<file path="src/rtl/sd_bit_serializer_pkg.sv">
`default_nettype none
// +--------------------------------------------------------------------+
// | sd_bit_serializer_pkg : state encodings and default idle level     |
// | Revision 1.0                                                       |
// +--------------------------------------------------------------------+
package sd_bit_serializer_pkg;

    typedef enum logic {
        SD_SER_IDLE  = 1'b0,
        SD_SER_SHIFT = 1'b1
    } ser_state_t;

    localparam logic SD_IDLE_BIT = 1'b0;

endpackage
`default_nettype wire

</file>
<file path="src/rtl/sd_bit_serializer.sv">
`default_nettype none
// +--------------------------------------------------------------------+
// | sd_bit_serializer : parallel word to 1-bit-per-clock stream with   |
// | a one-word holding register for gapless back-to-back words.        |
// | Revision 1.0                                                       |
// +--------------------------------------------------------------------+
module sd_bit_serializer
    import sd_bit_serializer_pkg::*;
#(
    parameter int   WIDTH     = 8,
    parameter int   MSB_FIRST = 1,
    parameter logic IDLE_BIT  = SD_IDLE_BIT
) (
    input  logic             clk,
    input  logic             reset,
    input  logic [WIDTH-1:0] data_in,
    input  logic             data_valid,
    output logic             data_ready,
    output logic             sout,
    output logic             bit_valid,
    output logic             word_done,
    output logic             busy
);

    localparam int               CNT_W = $clog2(WIDTH);
    localparam logic [CNT_W-1:0] LAST  = CNT_W'(WIDTH - 1);

    ser_state_t       state;
    logic [CNT_W-1:0] cnt;
    logic [WIDTH-1:0] shreg;
    logic [WIDTH-1:0] hold;
    logic             hold_full;
    logic             accept;
    logic [CNT_W-1:0] cnt_next;

    // Bit driven for position idx of a word, honouring the shift order.
    function automatic logic order_bit(input logic [WIDTH-1:0] w,
                                       input logic [CNT_W-1:0] idx);
        if (MSB_FIRST != 0)
            return w[LAST - idx];
        else
            return w[idx];
    endfunction

    assign data_ready = !reset && !hold_full;
    assign accept     = data_valid && data_ready;
    assign busy       = (state == SD_SER_SHIFT) || hold_full;
    assign cnt_next   = cnt + CNT_W'(1);

    always_ff @(posedge clk or posedge reset) begin
        if (reset) begin
            state     <= SD_SER_IDLE;
            cnt       <= '0;
            shreg     <= '0;
            hold      <= '0;
            hold_full <= 1'b0;
            sout      <= IDLE_BIT;
            bit_valid <= 1'b0;
            word_done <= 1'b0;
        end else begin
            case (state)
                SD_SER_IDLE: begin
                    cnt       <= '0;
                    word_done <= 1'b0;
                    if (accept) begin
                        state     <= SD_SER_SHIFT;
                        shreg     <= data_in;
                        sout      <= order_bit(data_in, '0);
                        bit_valid <= 1'b1;
                    end else begin
                        sout      <= IDLE_BIT;
                        bit_valid <= 1'b0;
                    end
                end
                SD_SER_SHIFT: begin
                    if (cnt == LAST) begin
                        cnt       <= '0;
                        word_done <= 1'b0;
                        // Held word takes priority; data_ready is low then.
                        if (hold_full) begin
                            shreg     <= hold;
                            hold_full <= 1'b0;
                            sout      <= order_bit(hold, '0);
                            bit_valid <= 1'b1;
                        end else if (accept) begin
                            shreg     <= data_in;
                            sout      <= order_bit(data_in, '0);
                            bit_valid <= 1'b1;
                        end else begin
                            state     <= SD_SER_IDLE;
                            sout      <= IDLE_BIT;
                            bit_valid <= 1'b0;
                        end
                    end else begin
                        cnt       <= cnt_next;
                        sout      <= order_bit(shreg, cnt_next);
                        bit_valid <= 1'b1;
                        word_done <= (cnt_next == LAST);
                        if (accept) begin
                            hold      <= data_in;
                            hold_full <= 1'b1;
                        end
                    end
                end
                default: begin
                    state     <= SD_SER_IDLE;
                    sout      <= IDLE_BIT;
                    bit_valid <= 1'b0;
                    word_done <= 1'b0;
                end
            endcase
        end
    end

endmodule
`default_nettype wire

</file>
<file path="config.mk">
export PLATFORM = sky130hd
export DESIGN_NAME = sd_bit_serializer
export DESIGN_NICKNAME = d
export VERILOG_FILES = /design/src/rtl/sd_bit_serializer_pkg.sv /design/src/rtl/sd_bit_serializer.sv
export SDC_FILE = /design/constraint.sdc
export NUM_CORES = 1
export LEC_CHECK = 0
export ABC_AREA = 1
export BUFFER_PORTS_ARGS = -buffer_cell sky130_fd_sc_hd__buf_2
export CAP_MARGIN = 10
export CORE_MARGIN = 1.5
export CORE_UTILIZATION = 35
export CTS_CLUSTER_DIAMETER = 150
export DETAILED_ROUTE_END_ITERATION = 8
export PLACE_DENSITY = 0.57
export SLEW_MARGIN = 25
export SYNTH_ARGS = -nofsm -noshare
export SYNTH_HDL_FRONTEND = slang
export SYNTH_SLANG_ARGS = --single-unit
export TNS_END_PERCENT = 100
</file>
<file path="constraint.sdc">
create_clock -name clk -period 1.81 [get_ports clk]
set_clock_uncertainty 0.1 [all_clocks]
set_input_delay 0.0905 -clock clk [delete_from_list [all_inputs] [get_ports clk]]
set_output_delay 0.0905 -clock clk [all_outputs]
set_load 0.05 [all_outputs]
</file>
=== Word-level counts from Yosys, hierarchy flattened ===
Cells that the tools add are included.

* Bitwise operators: 2
* Add/sub/neg operators: 2
* $lt $le $gt $ge: 1
* Multiplexer cells: 20
* Equal/unequal tests: 3
* Reduce and logical (&&, ||, !) cells: 8

{| class="wikitable"
|+ Operators by type and width
! kind !! count
|-
| two-way mux 8 bit || 3
|-
| case mux 8 bit (2 select lines) || 1
|-
| two-way mux 1 bit || 10
|-
| equality test 3 bit (second input constant) || 2
|-
| case mux 1 bit (2 select lines) || 3
|-
| case mux 3 bit (2 select lines) || 1
|-
| < comparator 3 x 4 -> 1 bit (second input constant) || 1
|-
| adder 3 x 1 -> 3 bit (second input constant) || 1
|-
| binary-select mux 1 bit (select 3 bit) || 1
|-
| two-way mux 3 bit || 1
|-
| AND reduction 3 bit || 1
|-
| subtractor 3 bit (first input constant) || 1
|-
| logical AND 1 bit || 2
|-
| zero test 1 bit || 2
|-
| != test 2 x 1 -> 1 bit (second input constant) || 1
|-
| inverter 1 bit || 2
|-
| AND reduction 2 bit || 1
|-
| nonzero test 2 bit || 1
|-
| logical OR 1 bit || 1
|}

* Flip-flop bits (word level): 23
* Input port bits: 11
* Word-level logic and storage cells: 43

=== Logic depth before layout (Yosys ltp) ===
Gate-level depths: netlist of the first run.

* Depth after elaboration: 7
* Depth in mapped cells: 8

=== Worst setup path after synthesis of the first run ===
OpenSTA, ideal clock, no wires.

* Path type: register to register
* From: reg cnt[0]
* To: reg shreg[0]
* Slack: 0.137 ns
* Stages on the path, launching flop included: 9
* Arrival time: 1.499 ns
* Clock period less this slack: 1.673 ns
* Cells stage by stage: dfrtp_1 ha_1 ha_1 nor2_8 inv_2 o21ai_4 buf_6 nand2_1 o21ai_2

* Cells in the longest elaborated chain, start to end: 2

{| class="wikitable"
|+ RTL lines
! element !! RTL line !! text
|-
| start, declared || sd_bit_serializer.sv:29 || <nowiki>logic [CNT_W-1:0] cnt;</nowiki>
|-
| start signal, assigned || sd_bit_serializer.sv:95 || <nowiki>cnt <= cnt_next;</nowiki>
|-
| equality test 3 bit || sd_bit_serializer.sv:76 || <nowiki>if (cnt == LAST) begin</nowiki>
|-
| != test 2 x 1 -> 1 bit (no source line) || - ||
|-
| end signal, assigned || sd_bit_serializer.sv:67 || <nowiki>shreg <= data_in;</nowiki>
|-
| end signal, assigned || sd_bit_serializer.sv:81 || <nowiki>shreg <= hold;</nowiki>
|-
| end signal, assigned || sd_bit_serializer.sv:86 || <nowiki>shreg <= data_in;</nowiki>
|-
| end, declared || sd_bit_serializer.sv:30 || <nowiki>logic [WIDTH-1:0] shreg;</nowiki>
|}

No other way between the ends.
A chain may end at the register's enable or synchronous reset.

=== Final worst setup path of the first run ===
* From: reg cnt[0]
* To: reg shreg[3]

The elaborated chain is that of the path after synthesis.

==> reports/summary.txt, run 1 <==
Share of cells above drive strength 1 -> 27.7%
Post-Synthesis Cells -> 128
Ranking of synthesized cells by area -> dfrtp_1 49%, nand2_1 14%, o21ai_2 8.3%, nand3_1 4.7%, inv_1 3.5%
Synth Net Count -> 142
Synthesized area -> 0.00116 sq mm
Port Buffers -> 15
Root Buffer Master -> clkbuf_4
Area fraction of the dominant cell type after synthesis -> 49.4%
TNS Setup -> 0 ns
Sink Count -> 23
Cts bufs inserted -> 3
RSZ-0062 raised after global routing -> false
CP Launch Type -> flip-flop
Largest net degree at the start of global routing -> 24
Min-delay src -> data_valid
Netlist cell types -> 21
Core ar. -> 0.00310 sq mm
Max Root-Sink Buffers -> 2
Total of max-cap violations -> 0
Grt ovf -> 0
Post-route design area -> 0.00144 sq mm
Combinational share of power -> 54.8%
Hold crit path type -> primary input to flip-flop
DRC viols -> 0
Fmax -> 0.574 GHz
Die Y -> 60.7 um
Vias post-DR -> 915
Initial antenna violation count -> 0
Crit-path leading delay family -> adder cells
Post-DP HPWL -> 1.57 mm
Wire length per cell -> 10.9 um
Sw Share -> 46.1%
Worst reg-to-reg setup slack -> 0.07 ns
Hold path endpoint -> hold[6]
Required @ worst endpoint -> 1.93 ns
Total Nets Final -> 174
Tcrit/Tclk final -> 96.2%
Worst vdd ir -> 0.000807 V
Sequential share of power -> 35.5%
Most used cell, CP -> ha_1
Crit path max-delay cell type -> dfrtp_1
Vias in the first global route -> 871
Most frequent cells in the layout -> 43 x nand2_1, 23 x dfrtp_1, 15 x buf_2
Routed WL -> 2.22 mm
Synth area leader -> dfrtp_1
Placed instance area -> 0.00129 sq mm
P_int -> 1.38 mW
Num ports -> 16
Worst path bufs/invs -> 2
Leading cell type in the layout, fill and taps excluded -> nand2_1
First-pass GRT wire length -> 3.83 mm
Max-slew violation count -> 0
Worst-Skew Late Latency -> 0.31 ns
H-tree depth -> 1
Cells on worst reg2reg path -> 7
Post-synthesis sequential area ratio -> 49.4%
Pwr dens -> 1770 mW/mm^2
Final ANT Viol Nets -> 0
CTS tree -> built
DRC marker count from the first detailed-route iteration -> 9
Critical path peak fanout -> 7
Hold Path Cell Cnt -> 4
Critical path class -> flip-flop to flip-flop
Crit end category -> flip-flop
Tot GR Track Use -> 14.0%
Area Growth Syn to Fin -> 24.0%
R2r endpoint -> shreg[3]
Clock transition at the registers of the reported paths -> 0.14 ns
Drt pass-1 iters -> 4
Status -> completed
Leak Pwr -> 0.734 nW
Initial cell density of the core -> 37.5%
Register bit count reported by yosys -> 23
Vias/cell -> 4.51
Num rows -> 20
Worst-Margin Slew -> 0.533 ns
Net switching power -> 1.18 mW
Die width -> 60.7 um
Fillers -> 336
Arrival time at the worst endpoint -> 1.86 ns
Crit-path max cell delay -> 0.42 ns
Syn_area_per_cell -> 9.10 sq um
CP Cell Sequence -> ha_1 > ha_1 > nor2_8 > inv_2 > o21ai_4 > buf_4 > o21ai_2
Yosys Warn Count -> 0
Setup Viol. Count Final -> 0
GPL Wtd Cong -> 0.750
Max-slew headroom -> 64.4%
Diodes inserted -> 0
Fin. Hold Viols -> 0
Die area -> 0.00368 sq mm
Reg-to-Reg Start -> cnt[0]
Clock share of power -> 9.7%
Min Tclk post-route -> 1.74 ns
==> routing by layer <==
| metal | part of all wire, % | vias to the layer above | global-route usage, % | routed length [um] |
|---|---|---|---|---|
| met5 | 0 | - | 0 | 0 |
| met1 | 47 | 423 | 18.0 | 1040 |
| li1 | - | 476 | - | - |
| met3 | 2.8 | 2 | 3.84 | 63 |
| met2 | 49 | 14 | 23.8 | 1100 |
| met4 | 0.90 | 0 | 2.80 | 20 |
==> what timing repair did <==
action | in CTS | in global routing
hold endpoints to repair | 31 | 0
hold buffers | 9 | 0
buffers inserted | 0 | 2
resized for setup | 0 | 0
endpoints found under the setup margin | 0 | 8
==> cell usage after synthesis <==
cell	instances
o21ai_0	7
nand2_4	1
or2_0	1
or2_2	3
o21ai_4	1
buf_2	1
nor2_1	4
nand3_1	11
nand3b_1	1
o21ai_2	11
nor3b_4	1
nor3b_1	1
inv_2	1
nand2_1	43
buf_6	1
dfrtp_1	23
ha_1	3
clkbuf_8	1
o211ai_1	1
nor2_8	1
inv_1	11
==> state kept, by name (all words and copies together), names as in the netlist <==
signal and flops:
sout 1, shreg 8, word_done 1, state 1, hold_full 1, cnt 3
hold 8
==> layout make-up <==
class	count	area [sq um]	share of cell area (%)
Inverter	12	45.0	3.12
Clock buffer	3	22.5	1.56
Clock inverter	1	7.51	0.520
Sequential cell	23	576	39.9
Multi-Input combinational cell	91	523	36.2
Timing Repair Buffer	29	215	14.9
Tap cell	44	55.1	3.81
==> per-stage QoR <==
step	util [%]	hold WS, ns	cells	total power [mW]	setup WS, ns
3_3_place_gp	41.5	0.0876	187	2.19	0.161
6_report	46.5	0.101	203	2.55	0.0687
2_1_floorplan	-	-0.00758	128	1.96	0.137
4_1_cts	45.4	0.0859	200	2.50	0.0536
3_5_place_dp	41.5	0.0899	187	2.23	0.102
5_1_grt	46.5	0.0947	203	2.79	0.00277
==> tightest hold or removal path, delay by kind of cell <==
| kind | cells | cell delay, ns |
|---|---|---|
| and+or+nand+nor | 3 | 0.32 |
| buffers and inverters | 1 | 0.10 |
==> power groups by stage <==
stage	logic [mW]	registers (mW)	clock network (mW)
2_1_floorplan	0.972	0.987	0
3_3_place_gp	1.29	0.907	0
3_5_place_dp	1.32	0.912	0
4_1_cts	1.34	0.905	0.256
5_1_grt	1.58	0.937	0.273
6_report	1.40	0.905	0.249
==> worst max path at each step <==
stage	from	end	slack, ns	depth (start not counted)
floorplan	cnt[0]	shreg[0]	0.14	8
global placement	cnt[0]	shreg[0]	0.16	7
detailed placement	cnt[0]	shreg[2]	0.10	7
CTS	cnt[0]	shreg[2]	0.05	7
global route	cnt[0]	shreg[3]	0.003	7
finish	cnt[0]	shreg[3]	0.07	7
==> cell families (layout without fill, tap and decap cells) <==
logic type,count (synthesis),count (layout),synth area share [%]
buffers and inverters,15,45,6.44
AO/OA/AOI/OAI,20,21,13.3
adder cells (fa/ha/maj),3,3,3.22
AND/OR/NAND/NOR,67,67,27.6
flip-flops,23,23,49.4
Note: power is estimated with default switching activity, not from simulation.
==> run 2: changes to the inputs <==
Settings changed: CELL_PAD_IN_SITES_DETAIL_PLACEMENT set to 0, CELL_PAD_IN_SITES_GLOBAL_PLACEMENT set to 2, CORE_UTILIZATION 35 to 34, PLACE_DENSITY 0.57 to 0.81.
==> run 2 against run 1 <==
Effect of this change: clock power fell by 4%; non-clock buffer count shrank 2; largest cell class unchanged; hold slack better by 0.016 ns; routed wire length increased by 1.7%; sequential power is 0.9% lower; sequential share of layout area increased by 0.81 points; cell area is 2.0% lower; combinational power decreased by 4%; worst setup slack better by 0.048 ns; die area is 2.8% higher.
==> reports/summary.txt, run 2 (same netlist as run 1, synthesis figures left out) <==
Pwr dens -> 1750 mW/mm^2 (-0.87%)
Sink Count -> 23 (unchanged)
Die area -> 0.00379 sq mm (+2.8%)
Post-route design area -> 0.00142 sq mm (-2.0%)
CTS tree -> built
Initial antenna violation count -> 0 (unchanged)
Drt pass-1 iters -> 4 (unchanged)
Routed WL -> 2.26 mm (+1.7%)
Crit-path max cell delay -> 0.41 ns (about the same)
Vias/cell -> 4.48 (-0.66%)
Setup Viol. Count Final -> 0 (unchanged)
Vias post-DR -> 909 (-0.66%)
Grt ovf -> 0 (unchanged)
Critical path peak fanout -> 7 (unchanged)
CP Launch Type -> flip-flop
Leading cell type in the layout, fill and taps excluded -> nand2_1
Placed instance area -> 0.00129 sq mm (+0.19%)
CP Cell Sequence -> ha_1 > ha_1 > nor2_8 > inv_2 > o21ai_2 > o21ai_2
Min Hold Slack -> 0.116 ns (+0.0158 ns)
Worst vdd ir -> 0.000658 V (-19%)
Most frequent cells in the layout -> 43 x nand2_1, 23 x dfrtp_1, 15 x buf_2
Total of max-cap violations -> 0 (unchanged)
Max-slew violation count -> 0 (unchanged)
Core ar. -> 0.00331 sq mm (+6.7%)
Fmax -> 0.591 GHz (+2.9%)
Port Buffers -> 15 (unchanged)
Post-DP HPWL -> 1.59 mm (+1.3%)
Num ports -> 16 (unchanged)
DRC viols -> 0 (unchanged)
TNS Setup -> 0 ns (unchanged)
Area Growth Syn to Fin -> 21.5%
Total Nets Final -> 172 (-1.1%)
Top Registers -> hold: 8 flops, shreg: 8 flops, cnt: 3 flops
Tot GR Track Use -> 13.8% (-0.16 points)
Vias in the first global route -> 856 (-1.7%)
Final Util -> 42.7% (-3.8 points)
Share of cells above drive strength 1 -> 26.1% (-1.6 points)
Hold crit path type -> primary input to flip-flop
Wire length per cell -> 11.1 um (+1.7%)
DP Worst Slack -> 0.0798 ns (-0.0222 ns)
First-pass GRT wire length -> 3.86 mm (+0.91%)
Num rows -> 21 (+5.0%)
Max Root-Sink Buffers -> 2 (unchanged)
Status -> completed
Overall power -> 2.48 mW (-2.8%)
PostCTS Resize Cnt -> 0 (unchanged)
Setup WS post-layout -> 0.117 ns (+0.0484 ns)
Largest net degree at the start of global routing -> 24 (unchanged)
Clock transition at the registers of the reported paths -> 0.13 ns (about the same)
Finished Layout Cells -> 203 (unchanged)
H-tree depth -> 1 (unchanged)
Root Buffer Master -> clkbuf_4
Required @ worst endpoint -> 1.91 ns (-0.02 ns)
GPL Wtd Cong -> 0.665 (-11%)
Crit end category -> flip-flop
Arrival time at the worst endpoint -> 1.79 ns (-0.07 ns)
Cts bufs inserted -> 3 (unchanged)
Cell Count Post-Placement -> 189 (+1.1%)
Diodes inserted -> 0 (unchanged)
Worst-Margin Slew -> 0.541 ns (+0.00726 ns)
DRC marker count from the first detailed-route iteration -> 21 (+12)
Final ANT Viol Nets -> 0 (unchanged)
Fin. Hold Viols -> 0 (unchanged)
Die Y -> 61.5 um (+1.4%)
Initial cell density of the core -> 35.2% (-2.4 points)
Worst-Skew Late Latency -> 0.31 ns (about the same)
Leak Pwr -> 0.721 nW (-1.9%)
Max-slew headroom -> 63.9% (-0.48 points)
Die width -> 61.5 um (+1.4%)
Tcrit/Tclk final -> 93.5% (-2.7 points)
Critical path class -> flip-flop to flip-flop
Min Tclk post-route -> 1.69 ns (-0.0484 ns)
Crit path max-delay cell type -> dfrtp_1
==> run 2: cell types whose count changed in the layout (fill, tap and decap cells not counted) <==
cell	change
buf_12	-1
buf_4	-1
clkbuf_1	+1
clkinvlp_4	-1
==> run 2: worst max-delay path, delay by kind of cell, from the launching register on <==
family          cells  cell delay [ns]
fa+ha+maj           2             0.47
flops               1             0.41
compound gates      2             0.28
simple gates        1             0.21
buf+inv             1             0.11
==> run 2: where the power goes <==
group | internal (mW) | switching [mW]
clock network | 0.0861 | 0.154
registers | 0.760 | 0.137
logic | 0.487 | 0.855
==> run 2: cell type report <==
class / count / area [sq um]
well taps: 46 / 57.6
repair buffers: 27 / 188
clock buffers: 4 / 26.3
inverters: 12 / 45.0
fillers: 347 / 1900
flip-flops and latches: 23 / 576
multi-input cells: 91 / 523
==> run 2: path summary, 6_finish.rpt <==
check                      slack, ns  startpoint       end  cells after the start
max                             0.12      cnt[0]  shreg[2]                      6
min                             0.12  data_valid   hold[6]                      4
max reg2reg                     0.12      cnt[0]  shreg[2]                      6
min reg2reg                     0.38     hold[6]   hold[6]                      2
max in group asynchronous       1.09       reset   hold[4]                      4
min in group asynchronous       0.28       reset   hold[7]                      4
==> run 2: per-layer routing <==
layer / share of wire, % / GRT usage (%) / vias to the layer above
met2: 47 / 21.5 / 11
met4: 1.6 / 5.47 / 0
met1: 49 / 19.1 / 422
met5: 0 / 0 / -
met3: 2.4 / 2.52 / 4
li1: - / - / 472
==> run 2: what timing repair did <==
item,in CTS,in global routing
hold buffers,9,0
buffers inserted,0,0
hold endpoints to repair,31,0
endpoints found under the setup margin,0,8
